<file path="src/rtl/arb_pkg.sv">
// Shared definitions for the two-requester operand arbiter: default width,
// source encodings and the output-register FSM state type.
package arb_pkg;

  localparam int   DATA_W_DEF = 64;
  localparam logic SRC_A      = 1'b1;
  localparam logic SRC_B      = 1'b0;

  typedef enum logic {
    EMPTY = 1'b0,
    FULL  = 1'b1
  } arb_state_t;

endpackage

</file>
<file path="src/rtl/mux2x1.sv">
// DATA_W-wide 2:1 payload multiplexer; sel=1 selects input a.
module mux2x1 #(
  parameter int W = 64
) (
  input  logic         sel,
  input  logic [W-1:0] a,
  input  logic [W-1:0] b,
  output logic [W-1:0] y
);

  assign y = sel ? a : b;

endmodule

</file>
<file path="src/rtl/operand_arbiter.sv">
// Two-requester arbiter feeding a single registered output slot.
// Define ARB_FIXED_PRIO_EN for fixed priority (A wins); default is round-robin.
//
// state | meaning
// EMPTY | output register holds nothing, out_valid=0
// FULL  | output register holds a payload, out_valid=1
module operand_arbiter
  import arb_pkg::*;
#(
  parameter int DATA_W = DATA_W_DEF
) (
  input  logic              clk,
  input  logic              reset,
  input  logic              a_valid,
  input  logic [DATA_W-1:0] a_data,
  output logic              a_ready,
  input  logic              b_valid,
  input  logic [DATA_W-1:0] b_data,
  output logic              b_ready,
  output logic              out_valid,
  output logic [DATA_W-1:0] out_data,
  output logic              out_src,
  input  logic              out_ready
);

  arb_state_t        state;
  logic              load_en;
  logic              grant_any;
  logic [DATA_W-1:0] mux_data;

  assign load_en = (state == EMPTY) || out_ready;

`ifdef ARB_FIXED_PRIO_EN
  always_comb begin
    a_ready = 1'b0;
    b_ready = 1'b0;
    if (!reset && load_en) begin
      a_ready = a_valid;
      b_ready = b_valid && !a_valid;
    end
  end
`else
  logic last_grant;

  // On contention the requester that did not win last time goes first.
  always_comb begin
    a_ready = 1'b0;
    b_ready = 1'b0;
    if (!reset && load_en) begin
      if (a_valid && b_valid) begin
        a_ready = (last_grant == SRC_B);
        b_ready = (last_grant == SRC_A);
      end else begin
        a_ready = a_valid;
        b_ready = b_valid;
      end
    end
  end

  always_ff @(posedge clk or posedge reset) begin
    if (reset)
      last_grant <= SRC_B;
    else if (a_ready || b_ready)
      last_grant <= a_ready ? SRC_A : SRC_B;
  end
`endif

  assign grant_any = a_ready || b_ready;

  mux2x1 #(.W(DATA_W)) u_payload_mux (
    .sel (a_ready),
    .a   (a_data),
    .b   (b_data),
    .y   (mux_data)
  );

  always_ff @(posedge clk or posedge reset) begin
    if (reset) begin
      state     <= EMPTY;
      out_valid <= 1'b0;
      out_data  <= '0;
      out_src   <= SRC_B;
    end else begin
      case (state)
        EMPTY: begin
          if (grant_any) begin
            state     <= FULL;
            out_valid <= 1'b1;
            out_data  <= mux_data;
            out_src   <= a_ready ? SRC_A : SRC_B;
          end
        end
        FULL: begin
          if (grant_any) begin
            out_data <= mux_data;
            out_src  <= a_ready ? SRC_A : SRC_B;
          end else if (out_ready) begin
            state     <= EMPTY;
            out_valid <= 1'b0;
          end
        end
        default: begin
          state     <= EMPTY;
          out_valid <= 1'b0;
        end
      endcase
    end
  end

endmodule

</file>
<file path="config.mk">
export PLATFORM = sky130hd
export DESIGN_NAME = operand_arbiter
export DESIGN_NICKNAME = d
export VERILOG_FILES = /design/src/rtl/arb_pkg.sv /design/src/rtl/mux2x1.sv /design/src/rtl/operand_arbiter.sv
export SDC_FILE = /design/constraint.sdc
export NUM_CORES = 1
export LEC_CHECK = 0
export CAP_MARGIN = 5
export CORE_ASPECT_RATIO = 1.25
export CORE_MARGIN = 4
export CORE_UTILIZATION = 55
export DETAILED_ROUTE_END_ITERATION = 8
export DONT_BUFFER_PORTS = 1
export PLACE_DENSITY = 0.7
export SLEW_MARGIN = 20
export SYNTH_ARGS = -nofsm -noshare
export SYNTH_HDL_FRONTEND = slang
export SYNTH_SLANG_ARGS = --single-unit
</file>
<file path="constraint.sdc">
create_clock -name clk -period 4.45 [get_ports clk]
set_clock_uncertainty 0.15 [all_clocks]
set_input_delay 1.1125 -clock clk [delete_from_list [all_inputs] [get_ports clk]]
set_output_delay 1.1125 -clock clk [all_outputs]
set_load 0.02 [all_outputs]
</file>
* Yosys cells after proc, flatten, opt, wreduce, memory -nomap -nowiden
Index checks and enable logic that the tools add are counted.
** Storage, ports and cells
- Logic and storage cells :: 32
- Bits in registers :: 68
- Input bits :: 133
** Cells by class
- Reductions and logical operators :: 6
- Eq/ne operators :: 3
- Multiplexer cells :: 16
- Bitwise operators :: 2
** Operators by type and width (count)
- $mux 64 :: 2
- $mux 1 :: 12
- $ne 2x2->1 const B :: 3
- $pmux 1 s2 :: 2
- $reduce_and 3->1 :: 1
- $logic_and 1x1->1 :: 2
- $logic_or 1x1->1 :: 2
- $not 1->1 :: 2
- $logic_not 1->1 :: 1

* Depth between registers and ports, before layout
- Word-level depth :: 7
- Mapped depth :: 6
- Mapped depth without buffers :: 3

* Cells and area by module
From an unflattened synthesis, not the netlist that was laid out.
** Unflattened totals
- Cells, all modules :: 225
- Area total of the unflattened synthesis :: 3892.5 µm²
** Modules (own cells, without submodules)
- operand_arbiter :: area an instance 2815.2 µm², cells an instance 154, instances 1
- mux2x1 :: area an instance 1077.3 µm², cells an instance 71, instances 1

* Worst setup path after synthesis
No wires, ideal clock.
- Path kind :: input -> register
- Start point :: input reset
- End point :: register out_data[10]
- Path slack :: 0.313 ns
- Setup time :: 0.090 ns
- Data arrival time :: 3.897 ns
- Path buffers :: 2
- Stages on the path :: 5
- Required time :: 4.210 ns
- Path through :: inv_2 > buf_2 > clkbuf_1 > a31oi_1 > a31oi_1
** Between the ends
- Word-level cells in the longest chain between the ends :: 5
- Elaborated cells on any way between the ends :: 7
- Those cells by class :: mux: 4; reduce/logical: 3
** RTL lines
- from (decl) :: line operand_arbiter.sv:13 : input logic reset,
- $logic_not 1->1 (no line) (*)
- $logic_and 1x1->1 (*) :: line operand_arbiter.sv:49 : if (!reset && load_en) begin
- $mux 1 :: line operand_arbiter.sv:49
- $mux 64 :: line mux2x1.sv:11 : assign y = sel ? a : b;
- $mux 64 :: line operand_arbiter.sv:86, operand_arbiter.sv:94
- to (signal assigned) :: line operand_arbiter.sv:89 : out_data <= mux_data;
- to (signal assigned) :: line operand_arbiter.sv:95 : out_data <= mux_data;
- to (decl) :: line operand_arbiter.sv:21 : output logic [DATA_W-1:0] out_data,
Mark *: on every way between the ends. The rest lies on a longest branch, timed or not. The select of a mux whose other input is x is not followed.
A chain may end at the register's enable or synchronous reset.

* Final worst setup path
- Start point :: input a_valid
- End point :: output a_ready
** Between the ends
- Word-level cells in the longest chain between the ends :: 3
** RTL lines
- from (decl) :: line operand_arbiter.sv:14 : input logic a_valid,
- $logic_and 1x1->1 :: line operand_arbiter.sv:50 : if (a_valid && b_valid) begin
- $mux 1 (*) :: line operand_arbiter.sv:50
- $mux 1 (*) :: line operand_arbiter.sv:49
- to (decl) :: line operand_arbiter.sv:16 : output logic a_ready,
Mark *: on every way between the ends. The rest lies on a longest branch, timed or not.

==> run_results.csv <==
group,metric,value,unit
run_status,outcome,"completed",
setup_path,critPathLaunchType,"input port",
power_and_ir_drop,power.internal,1.09,mW
worst_hold_path,hold_start,"state",
global_routing,track_usage,24.7,%
sta,tightestPinTransition,862,ps
synthesis,netlist_instances,413,
detailed_routing,drcViolationCount,0,
finish,final_nets,493,
global_routing,grt_pass1_wl,17100,microns
place,hpwl,6660,microns
clocking,clock-sinks,67,
clocking,post-cts-setup-buffers,0,
worst_hold_path,hold_depth,1,
sta,rsz0062_at_grt,"false",
setup_path,path_cells,"a21bo_2, nor3_1",
synthesis,seq_area_frac_synth,43.1,%
detailed_routing,num_vias,3526,
synthesis,syn_nets,546,
clocking,htreeDepth,3,
detailed_routing,initialDrtViolationCount,232,
sta,period_needed,3170,ps
floorplan,core,0.00693,sq mm
sta,hold_viol_final,0,
power_and_ir_drop,pwr-share-comb,18.9,%
setup_path,crit_slowest_cell,"nor3_1",
sta,fmax,0.316,GHz
power_and_ir_drop,p_clk_share,26.4,%
power_and_ir_drop,p_leak,1.31,nW
setup_path,cp_top_family,"simple AND/OR/NAND/NOR gates",
sta,setup_violations,0,
setup_path,worstSetupPathDepth,2,
detailed_routing,wl,11100,microns
finish,insertedDiodeCount,0,
setup_path,r2r-start,"state",
global_routing,grt_max_degree,84,
clocking,holdBufCountCts,0,
worst_hold_path,hp-class,"register to register",
place,gp_congestion,0.798,
setup_path,crit_path_start,"a_valid",
setup_path,worstPathMaxFanout,4,
global_routing,grt-ovfl-total,0,
setup_path,worst_r2r_path_depth,4,
clocking,clock-root-buffer,"clkbuf_8",
global_routing,grt_pass1_vias,3255,
setup_path,crit_arrival,1900,ps
clocking,cts_tree,"done",
setup_path,cpPeakStageDelay,590,ps
finish,finalNonFillerCells,454,
setup_path,cp-end-kind,"output pin",
clocking,clkLatencyLatePin,330,ps
detailed_routing,antenna_left,0,
power_and_ir_drop,p_sw,669,uW
place,io_buffers,0,
synthesis,synthesis.area,0.00389,sq mm
clocking,clockBufferDepth,2,
floorplan,die_w,83.3,microns
power_and_ir_drop,seq_power_share,54.7,%
setup_path,crit_buf_inv,0,
sta,slew_viol_final,0,
power_and_ir_drop,switching_share,38.1,%
synthesis,avgSynthCellArea,9.43,sq um
finish,final_core_util,56.7,%
clocking,cts_resized,0,
finish,area_growth,0.996,%
finish,drive_gt1_share,10.7,%
floorplan,start_util,56.2,%
sta,relSlewSlack,42.4,%
clocking,cts_inserted_buffers,9,
sta,min_period_over_period,71.2,%
run,max_cap_viol_count,0,
global_routing,antenna_found_initial,0,
place,dp.cells,439,
power_and_ir_drop,ir_drop,0.000254,V
setup_path,worstSetupPathType,"input port to output pin",
floorplan,num_rows,34,
detailed_routing,routedWlPerCell,24.4,microns
sta,tns,0,ps
synthesis,yosys_warnings,0,
detailed_routing,drt_pass1_iterations,4,
clocking,clk_pin_slew,70,ps
floorplan,ios,201,
floorplan,die_area,0.00850,sq mm
detailed_routing,vias_per_cell,7.77,
floorplan,die_h,102,microns
power_and_ir_drop,cellPowerDensity,447,mW/mm^2
synthesis,synth_cell_types,25,
synthesis,ys_ff_latch,67,
setup_path,required,3190,ps
routing by layer:
| metal | up-vias | track usage (%) | share of wire [%] |
|---|---|---|---|
| li1 | 1599 | - | - |
| met1 | 1698 | 33.1 | 38 |
| met2 | 207 | 37.7 | 49 |
| met3 | 22 | 7.10 | 10 |
| met4 | 0 | 10.8 | 2.4 |
| met5 | - | 0 | 0 |
final timing paths:
kind,endpoint,slack [ps]
min in group asynchronous,out_data[21],600
hold reg to reg,out_valid,420
max in group asynchronous,out_data[30],2540
setup reg to reg,out_data[44],2130
setup / recovery,a_ready,1280
hold / removal,out_valid,420
metrics by stage:
step           cell area [sq um]  setup WS (ps)  total power, mW  hold slack, ps
5_1_grt                     3930           1260             1.85             447
6_report                    3930           1280             1.76             423
4_1_cts                     3930           1280             1.77             427
3_5_place_dp                3750           1280             1.31             393
3_3_place_gp                3750           1310             1.30             396
2_1_floorplan               3890            220             1.24             306
cells in the final DEF, fill, tap and decap left out, types with 6 or more instances in the layout:
| cell | Yosys | routed |
|---|---|---|
| a31oi_1 | 118 | 118 |
| a31oi_2 | 10 | 10 |
| buf_4 | 1 | 6 |
| clkbuf_8 | 0 | 12 |
| dfrtp_1 | 67 | 67 |
| nand4_1 | 64 | 64 |
| o31ai_1 | 64 | 64 |
synthesized netlist by cell type (all sizes together):
cell type | number | area (sq um)
clkbuf | 28 | 105
dfrtp | 67 | 1680
a21boi | 1 | 7.51
o31ai | 64 | 480
nor2b | 1 | 6.26
a32oi | 1 | 8.76
o21ai | 1 | 5.00
nand4 | 64 | 400
nor3 | 2 | 10.0
a21o | 1 | 7.51
a31oi | 128 | 863
a21bo | 1 | 10.0
nand2b | 1 | 6.26
and3 | 1 | 6.26
or2 | 1 | 6.26
inv | 3 | 11.3
nand2 | 2 | 7.51
nand3 | 1 | 5.00
buf | 44 | 265
a21oi | 1 | 5.00
sequential cells by signal, summed over array words and instances (netlist names):
register,count
out_data,64
out_valid,1
state,1
out_src,1
area by class of cell:
cell class / instances / area (sq um)
clock buffer: 13 / 169
clock inverter: 2 / 10.0
fill: 617 / 3000
inverter: 3 / 16.3
multi-input combinational: 271 / 1860
sequential: 67 / 1680
tap: 90 / 113
timing repair buffer: 8 / 85.1
kinds of logic after synthesis:
group | count (synthesis) | synth area share, %
compound gates | 198 | 35.6
buf+inv | 75 | 9.80
simple gates | 73 | 11.5
flops | 67 | 43.1
power groups by stage:
stage | Sequential [mW] | Combinational, mW | Clock (mW)
finish | 0.962 | 0.332 | 0.464
global route | 0.975 | 0.372 | 0.502
CTS | 0.964 | 0.332 | 0.475
detailed placement | 0.974 | 0.333 | 0
global placement | 0.973 | 0.323 | 0
floorplan | 0.939 | 0.303 | 0
No activity file was read; power rests on OpenSTA's default activity.
